[src/rtl/uart_pkg.sv]
// ============================================================================
// Module      : uart_pkg
// Description : Shared types and constants for the UART controller. Defines
//               the 2-bit TX/RX state encoding and the frame-format constants
//               for 8N1. Also provides the helper that sizes the bit timers.
// Ports       : none (package)
// Revision    : 1.0 - initial release
// ============================================================================
`default_nettype none

package uart_pkg;

    // Shared by the TX and RX state machines
    typedef enum logic [1:0] {
        ST_IDLE  = 2'd0,
        ST_START = 2'd1,
        ST_DATA  = 2'd2,
        ST_STOP  = 2'd3
    } uart_state_e;

    localparam int unsigned c_DATA_BITS = 8;
    localparam int unsigned c_STOP_BITS = 1;
    localparam logic        c_LINE_IDLE = 1'b1;
    localparam logic [2:0]  c_LAST_BIT  = 3'(c_DATA_BITS - 1);

    // Bit-timer width: the timer counts 0 .. cpb-1
    function automatic int unsigned timer_width(input int unsigned cpb);
        return (cpb < 2) ? 1 : $clog2(cpb);
    endfunction

endpackage

`default_nettype wire

[src/rtl/uart_rx_core.sv]
// ============================================================================
// Module      : uart_rx_core
// Description : 8N1 receiver. Synchronises rxd, detects the start bit, and
//               confirms it at half a bit time. Samples each data bit at its
//               middle, LSB first, then checks the stop bit. A good stop bit
//               produces a one-cycle byte_valid_o pulse. On that cycle,
//               byte_o already holds the assembled byte.
// Ports       : clk          - system clock
//               rst          - synchronous active-high reset
//               rxd_i        - asynchronous serial input
//               byte_valid_o - one-cycle pulse, byte received correctly
//               byte_o       - received byte (valid with byte_valid_o)
// Revision    : 1.0 - initial release
// ============================================================================
`default_nettype none

module uart_rx_core
    import uart_pkg::*;
#(
    parameter int unsigned CLKS_PER_BIT = 5208,
    parameter int unsigned SYNC_STAGES  = 2
) (
    input  logic       clk,
    input  logic       rst,
    input  logic       rxd_i,
    output logic       byte_valid_o,
    output logic [7:0] byte_o
);

    localparam int unsigned      c_TW       = timer_width(CLKS_PER_BIT);
    localparam logic [c_TW-1:0]  c_CNT_MAX  = c_TW'(CLKS_PER_BIT - 1);
    localparam logic [c_TW-1:0]  c_CNT_HALF = c_TW'(CLKS_PER_BIT / 2);

    logic [SYNC_STAGES-1:0] r_sync_q;
    logic                   w_rxs;

    uart_state_e     r_state_q, w_state_d;
    logic [c_TW-1:0] r_cnt_q,   w_cnt_d;
    logic [2:0]      r_bit_q,   w_bit_d;
    logic [7:0]      r_shift_q, w_shift_d;
    logic            r_ferr_q,  w_ferr_d;

    // The synchroniser resets to the idle level, so a reset never looks like a start bit
    generate
        if (SYNC_STAGES == 1) begin : g_sync_single
            always_ff @(posedge clk) begin
                if (rst) r_sync_q <= {SYNC_STAGES{c_LINE_IDLE}};
                else     r_sync_q <= rxd_i;
            end
        end else begin : g_sync_chain
            always_ff @(posedge clk) begin
                if (rst) r_sync_q <= {SYNC_STAGES{c_LINE_IDLE}};
                else     r_sync_q <= {r_sync_q[SYNC_STAGES-2:0], rxd_i};
            end
        end
    endgenerate

    assign w_rxs  = r_sync_q[SYNC_STAGES-1];
    assign byte_o = r_shift_q;

    always_comb begin
        w_state_d    = r_state_q;
        w_cnt_d      = r_cnt_q;
        w_bit_d      = r_bit_q;
        w_shift_d    = r_shift_q;
        w_ferr_d     = r_ferr_q;
        byte_valid_o = 1'b0;

        case (r_state_q)
            ST_IDLE: begin
                if (!w_rxs) begin
                    w_state_d = ST_START;
                    w_cnt_d   = '0;
                end
            end
            ST_START: begin
                // Recheck at half a bit time. A line that is high again was a glitch.
                if (r_cnt_q == c_CNT_HALF) begin
                    w_cnt_d   = '0;
                    w_bit_d   = '0;
                    w_state_d = w_rxs ? ST_IDLE : ST_DATA;
                end else begin
                    w_cnt_d = r_cnt_q + c_TW'(1);
                end
            end
            ST_DATA: begin
                // The timer now wraps at mid-bit, because it restarted at the middle of the start bit
                if (r_cnt_q == c_CNT_MAX) begin
                    w_cnt_d   = '0;
                    w_shift_d = {w_rxs, r_shift_q[7:1]};
                    if (r_bit_q == c_LAST_BIT) w_state_d = ST_STOP;
                    else                       w_bit_d   = r_bit_q + 3'd1;
                end else begin
                    w_cnt_d = r_cnt_q + c_TW'(1);
                end
            end
            ST_STOP: begin
                if (r_ferr_q) begin
                    // Framing error: hold off until the line returns to idle
                    if (w_rxs) begin
                        w_ferr_d  = 1'b0;
                        w_state_d = ST_IDLE;
                    end
                end else if (r_cnt_q == c_CNT_MAX) begin
                    w_cnt_d = '0;
                    if (w_rxs) begin
                        byte_valid_o = 1'b1;
                        w_state_d    = ST_IDLE;
                    end else begin
                        w_ferr_d = 1'b1;
                    end
                end else begin
                    w_cnt_d = r_cnt_q + c_TW'(1);
                end
            end
            default: w_state_d = ST_IDLE;
        endcase
    end

    always_ff @(posedge clk) begin
        if (rst) begin
            r_state_q <= ST_IDLE;
            r_cnt_q   <= '0;
            r_bit_q   <= '0;
            r_shift_q <= '0;
            r_ferr_q  <= 1'b0;
        end else begin
            r_state_q <= w_state_d;
            r_cnt_q   <= w_cnt_d;
            r_bit_q   <= w_bit_d;
            r_shift_q <= w_shift_d;
            r_ferr_q  <= w_ferr_d;
        end
    end

endmodule

`default_nettype wire

[src/rtl/uart_ctrl.sv]
// ============================================================================
// Module      : uart_ctrl
// Description : Full-duplex 8N1 UART responder for the CPU port group.
//               The TX state machine serialises accepted bytes onto txd.
//               uart_rx_core deserialises rxd. This module holds the
//               receive byte, the byte-available flag and the sticky
//               overrun flag.
// Ports       : clk, rst        - clock, synchronous active-high reset
//               uart_wdata      - byte to transmit
//               uart_write_ce   - transmit request (accepted when send_flag=1)
//               send_flag       - transmitter idle
//               uart_rdata      - last received byte
//               recv_flag       - unread byte in uart_rdata
//               clean_recv_flag - CPU consumed the byte
//               rx_overrun      - sticky, unread byte was overwritten
//               txd / rxd       - serial output / asynchronous serial input
// Revision    : 1.0 - initial release
// ============================================================================
`default_nettype none

module uart_ctrl
    import uart_pkg::*;
#(
    parameter int unsigned CLKS_PER_BIT = 5208,  // must be >= 4
    parameter int unsigned SYNC_STAGES  = 2
) (
    input  logic       clk,
    input  logic       rst,
    input  logic [7:0] uart_wdata,
    input  logic       uart_write_ce,
    output logic       send_flag,
    output logic [7:0] uart_rdata,
    output logic       recv_flag,
    input  logic       clean_recv_flag,
    output logic       rx_overrun,
    output logic       txd,
    input  logic       rxd
);

    localparam int unsigned     c_TW      = timer_width(CLKS_PER_BIT);
    localparam logic [c_TW-1:0] c_CNT_MAX = c_TW'(CLKS_PER_BIT - 1);

    uart_state_e     r_tx_state_q, w_tx_state_d;
    logic [c_TW-1:0] r_tx_cnt_q,   w_tx_cnt_d;
    logic [2:0]      r_tx_bit_q,   w_tx_bit_d;
    logic [7:0]      r_tx_shift_q, w_tx_shift_d;
    logic            r_txd_q,      w_txd_d;
    logic            r_send_q,     w_send_d;

    logic [7:0]      r_rdata_q,    w_rdata_d;
    logic            r_recv_q,     w_recv_d;
    logic            r_ovr_q,      w_ovr_d;

    logic            w_rx_valid;
    logic [7:0]      w_rx_byte;

    assign txd        = r_txd_q;
    assign send_flag  = r_send_q;
    assign uart_rdata = r_rdata_q;
    assign recv_flag  = r_recv_q;
    assign rx_overrun = r_ovr_q;

    uart_rx_core #(
        .CLKS_PER_BIT (CLKS_PER_BIT),
        .SYNC_STAGES  (SYNC_STAGES)
    ) u_rx (
        .clk          (clk),
        .rst          (rst),
        .rxd_i        (rxd),
        .byte_valid_o (w_rx_valid),
        .byte_o       (w_rx_byte)
    );

    // TX: txd is registered, so every bit holds for exactly CLKS_PER_BIT cycles
    always_comb begin
        w_tx_state_d = r_tx_state_q;
        w_tx_cnt_d   = r_tx_cnt_q;
        w_tx_bit_d   = r_tx_bit_q;
        w_tx_shift_d = r_tx_shift_q;
        w_txd_d      = r_txd_q;
        w_send_d     = r_send_q;

        case (r_tx_state_q)
            ST_IDLE: begin
                if (uart_write_ce && r_send_q) begin
                    w_tx_shift_d = uart_wdata;
                    w_tx_state_d = ST_START;
                    w_tx_cnt_d   = '0;
                    w_txd_d      = 1'b0;
                    w_send_d     = 1'b0;
                end
            end
            ST_START: begin
                if (r_tx_cnt_q == c_CNT_MAX) begin
                    w_tx_cnt_d   = '0;
                    w_tx_bit_d   = '0;
                    w_tx_state_d = ST_DATA;
                    w_txd_d      = r_tx_shift_q[0];
                end else begin
                    w_tx_cnt_d = r_tx_cnt_q + c_TW'(1);
                end
            end
            ST_DATA: begin
                if (r_tx_cnt_q == c_CNT_MAX) begin
                    w_tx_cnt_d = '0;
                    if (r_tx_bit_q == c_LAST_BIT) begin
                        w_tx_state_d = ST_STOP;
                        w_txd_d      = c_LINE_IDLE;
                    end else begin
                        w_tx_bit_d   = r_tx_bit_q + 3'd1;
                        w_tx_shift_d = {1'b0, r_tx_shift_q[7:1]};
                        w_txd_d      = r_tx_shift_q[1];
                    end
                end else begin
                    w_tx_cnt_d = r_tx_cnt_q + c_TW'(1);
                end
            end
            ST_STOP: begin
                if (r_tx_cnt_q == c_CNT_MAX) begin
                    w_tx_cnt_d   = '0;
                    w_tx_state_d = ST_IDLE;
                    w_send_d     = 1'b1;
                end else begin
                    w_tx_cnt_d = r_tx_cnt_q + c_TW'(1);
                end
            end
            default: begin
                w_tx_state_d = ST_IDLE;
                w_txd_d      = c_LINE_IDLE;
                w_send_d     = 1'b1;
            end
        endcase
    end

    // Receive holding register. The CPU clear is applied before a completing
    // byte, so a byte that lands on the clear cycle is kept and does not
    // count as an overrun.
    always_comb begin
        w_rdata_d = r_rdata_q;
        w_recv_d  = r_recv_q;
        w_ovr_d   = r_ovr_q;

        if (clean_recv_flag) begin
            w_recv_d = 1'b0;
            w_ovr_d  = 1'b0;
        end
        if (w_rx_valid) begin
            if (w_recv_d) w_ovr_d = 1'b1;
            w_recv_d  = 1'b1;
            w_rdata_d = w_rx_byte;
        end
    end

    always_ff @(posedge clk) begin
        if (rst) begin
            r_tx_state_q <= ST_IDLE;
            r_tx_cnt_q   <= '0;
            r_tx_bit_q   <= '0;
            r_tx_shift_q <= '0;
            r_txd_q      <= c_LINE_IDLE;
            r_send_q     <= 1'b1;
            r_rdata_q    <= 8'h00;
            r_recv_q     <= 1'b0;
            r_ovr_q      <= 1'b0;
        end else begin
            r_tx_state_q <= w_tx_state_d;
            r_tx_cnt_q   <= w_tx_cnt_d;
            r_tx_bit_q   <= w_tx_bit_d;
            r_tx_shift_q <= w_tx_shift_d;
            r_txd_q      <= w_txd_d;
            r_send_q     <= w_send_d;
            r_rdata_q    <= w_rdata_d;
            r_recv_q     <= w_recv_d;
            r_ovr_q      <= w_ovr_d;
        end
    end

endmodule

`default_nettype wire

[config.mk]
export PLATFORM = sky130hd
export DESIGN_NAME = uart_ctrl
export DESIGN_NICKNAME = d
export VERILOG_FILES = /design/src/rtl/uart_pkg.sv /design/src/rtl/uart_rx_core.sv /design/src/rtl/uart_ctrl.sv
export SDC_FILE = /design/constraint.sdc
export NUM_CORES = 1
export LEC_CHECK = 0
export CELL_PAD_IN_SITES_DETAIL_PLACEMENT = 1
export CELL_PAD_IN_SITES_GLOBAL_PLACEMENT = 1
export CORE_ASPECT_RATIO = 0.75
export CORE_MARGIN = 4
export CORE_UTILIZATION = 34
export DETAILED_ROUTE_END_ITERATION = 7
export GPL_TIMING_DRIVEN = 0
export PLACE_DENSITY = 0.69
export SYNTH_ARGS = -nofsm -noshare
export SYNTH_HDL_FRONTEND = slang
export SYNTH_SLANG_ARGS = --single-unit
[constraint.sdc]
create_clock -name clk -period 2.1 [get_ports clk]
set_input_delay 0.63 -clock clk [delete_from_list [all_inputs] [get_ports clk]]
set_output_delay 0.63 -clock clk [all_outputs]
set_load 0.02 [all_outputs]
==> flow_metrics.tcl <==
set metrics [dict create \
    clkSinkCount 67 \
    worst_pin_slew_ps 692.7 \
    internal_power_mw 2.894 \
    ant_nets 0 \
    cap_violations 0 \
    synthMostInstantiatedCell "dfxtp_1" \
    antenna_found_initial 0 \
    cts_buffers 9 \
    grt_pass1_wl_mm 18.55 \
    vias_per_cell 5.698 \
    critPathMostFrequentCell "clkbuf_2" \
    required_ps 2310 \
    syn-num-nets 460 \
    synth.area.top_cells "dfxtp_1, a21oi_1, mux2i_1" \
    fmax_mhz 499.5 \
    start_util 0.3517 \
    ios 25 \
    clk_latency_ps 340 \
    synthCells 435 \
    chipWidth_um 127.8 \
    track_usage 0.1855 \
    synth_top_cell_by_area "dfxtp_1" \
    rows 32 \
    post-route-drc-count 0 \
    place_congestion 0.8298 \
    synthTopCellsByCount "dfxtp_1, a21oi_1, nand3_1, nor2_1" \
    synth_ff_type "dfxtp_1" \
    placed_cells 595 \
    tritoncts "built" \
    clk_pin_slew_ps 60 \
    fin_crit_sh 0.9533 \
    nFillCells 1266 \
    setup_viol 0 \
    worstSetupPathType "input pin to flip-flop" \
    numPortBuffers 24 \
    maxSlewViolCount 0 \
    max_slew_margin 0.5360 \
    wl_met3_um 506 \
    wl_met1_mm 5.828 \
    p_comb_frac 0.272 \
    cpLargestDelayFamily "buffers and inverters" \
    crit_chain "clkdlybuf4s50_1, clkbuf_2, clkbuf_2, clkbuf_2, a21oi_1" \
    crit_buf_inv 4 \
    utilization 0.4339 \
    area_delta_synth_final_pct 23.38 \
    p_switching_mw 1.358 \
    finalHoldViolations 0 \
    async_flop_share 0 \
    hpwlAfterDp_mm 7.992 \
    syn_area_per_cell_sq_um 8.416 \
    period_minus_slack_ps 2002 \
    synth_edf_count 0 \
    drt_first_pass_iters 4 \
    n_antenna_cell 0 \
    fin_ws_ps 98.14 \
    yosysSeqAreaShare 0.3664 \
    critPathMaxFanout 10 \
    first_iter_violations 233 \
    yosys_warnings 0 \
    max_stage_delay_ps 490 \
    route.met2.wl_mm 5.084 \
    stdcell_area_sq_mm 0.004517 \
    highest_layer "met4" \
    dp_slack_ps -899.2 \
    switching_share 0.3193 \
    cts_buffer_depth 2 \
    grt_pass1_vias 3516 \
    grt_max_degree 12 \
    clockRootBuffer "clkbuf_16" \
    htreeDepth 3 \
    synth_cell_types 58 \
    p_leak_nw 1.563 \
    crit_slowest_cell "clkdlybuf4s50_1" \
    arrival_ps 2210 \
    final.setup.tns_ps 0 \
    status "finished clean" \
    die-area_sq_mm 0.01251 \
    core_sq_mm 0.01041 \
    cp-start-kind "input pin" \
    p_seq_frac 0.340 \
    fin_cells 615 \
    power_frac_clock 0.388 \
    synth_seq_cells 67 \
    syn_area_sq_mm 0.003661 \
    pwr_density_cell_mw_per_mm2 941.2 \
    endpoint_kind "flip-flop" \
    holdBufCountCts 0 \
    clock-skew-final_ps 4.574 \
    grt-ovfl-total 0 \
    rsz0062_at_grt "yes" \
    nNetsFinal 500 \
    wl_per_cell_um 18.73 \
    num_vias 3504 \
    die_y_um 97.87 \
    holdCritPathClass "flip-flop to flip-flop" \
    vdd_drop_max_v 0.0004371 \
    postPlaceCellArea_sq_mm 0.004071 \
    wl_mm 11.52 \
    drive_above_1_share 0.1482 \
    yosysTopAreaCellShare 0.3664 \
]
## sequential cells by signal (all words and copies together), names as in the netlist, named ones only
register and flops:
recv_flag 1, txd 1, rx_overrun 1, u_rx.r_sync_q 2, uart_rdata 8, u_rx.r_cnt_q 13, u_rx.r_state_q 1, u_rx.r_ferr_q 1
u_rx.r_bit_q 3, r_tx_bit_q 3, u_rx.byte_o 8, r_tx_shift_q 8, send_flag 1, r_tx_state_q 2, r_tx_cnt_q 13
## cells by family after synthesis
kind of cell / share of synthesized area
simple gates: 0.2529
compound gates: 0.2204
flops: 0.3664
buf+inv: 0.05605
mux: 0.04648
fa+ha+maj: 0.04101
xor+xnor: 0.01675
## metrics by stage
step                      total power, mW  hold slack [ps]
after floorplan                     2.188            389.5
after CTS                           4.219            415.2
final                               4.251            408.9
after global routing                4.457            431.7
after global placement              2.486            391.6
after detailed placement            2.526            401.9
## what timing repair did
item,4_1_cts,5_1_grt
endpoints found under the setup margin,49,53
resized for setup,10,27
pin swaps,0,2
setup buffers,0,5
## worst reg2reg max path: stages, from the launching register on
cell,delay (ps)
dfxtp_1,410
ha_2,240
and4b_1,190
clkbuf_4,200
a41oi_4,170
buf_6,190
or3_1,340
a21oi_1,160
## cells in the final DEF (no fill, tap or decap), types with 6 or more instances in the layout
master / n
clkbuf_1: 14
mux2i_1: 17
clkbuf_16: 9
nor4_1: 6
clkdlybuf4s50_1: 23
nand3_1: 33
buf_4: 6
nor2_1: 31
o211ai_1: 8
nor3_1: 7
a31oi_1: 11
o21ai_0: 25
nand4_1: 13
inv_1: 16
and4bb_2: 6
ha_1: 10
clkbuf_2: 9
dfxtp_1: 67
a21oi_1: 38
nand2_1: 25
## layer usage
| metal | vias to the layer above | global-route usage |
|---|---|---|
| met5 | - | 0 |
| met4 | 0 | 0.05302 |
| met3 | 8 | 0.04647 |
| met2 | 70 | 0.2743 |
| met1 | 1704 | 0.2667 |
| li1 | 1722 | - |
## power by group through the flow
stage          clock network [mW]  logic (mW)  registers (mW)
2_1_floorplan                   0       0.728            1.46
3_3_place_gp                    0        1.02            1.46
3_5_place_dp                    0        1.06            1.47
4_1_cts                      1.69        1.09            1.44
5_1_grt                      1.74        1.26            1.46
6_report                     1.65        1.15            1.45
## worst paths after layout
path                                        from  depth (start not counted)  slack [ps]               end
worst max-delay path                         rst                          5         100   r_tx_shift_q[6]
worst min-delay path            u_rx.r_sync_q[0]                          1         410  u_rx.r_sync_q[1]
worst max register to register     r_tx_cnt_q[0]                          7         130   r_tx_shift_q[6]
worst min register to register  u_rx.r_sync_q[0]                          1         410  u_rx.r_sync_q[1]
## layout make-up
class | instances | area [sq um] | share of cell area
Clock inverter | 4 | 75.07 | 0.01662
Inverter | 17 | 63.81 | 0.01413
Clock buffer | 11 | 242.7 | 0.05374
Multi-Input combinational cell | 318 | 2180 | 0.4825
Tap cell | 136 | 170.2 | 0.03767
Buffer | 33 | 163.9 | 0.03629
Sequential cell | 67 | 1341 | 0.2970
Timing Repair Buffer | 29 | 280.3 | 0.06205
No activity file was read; power rests on OpenSTA's default activity.
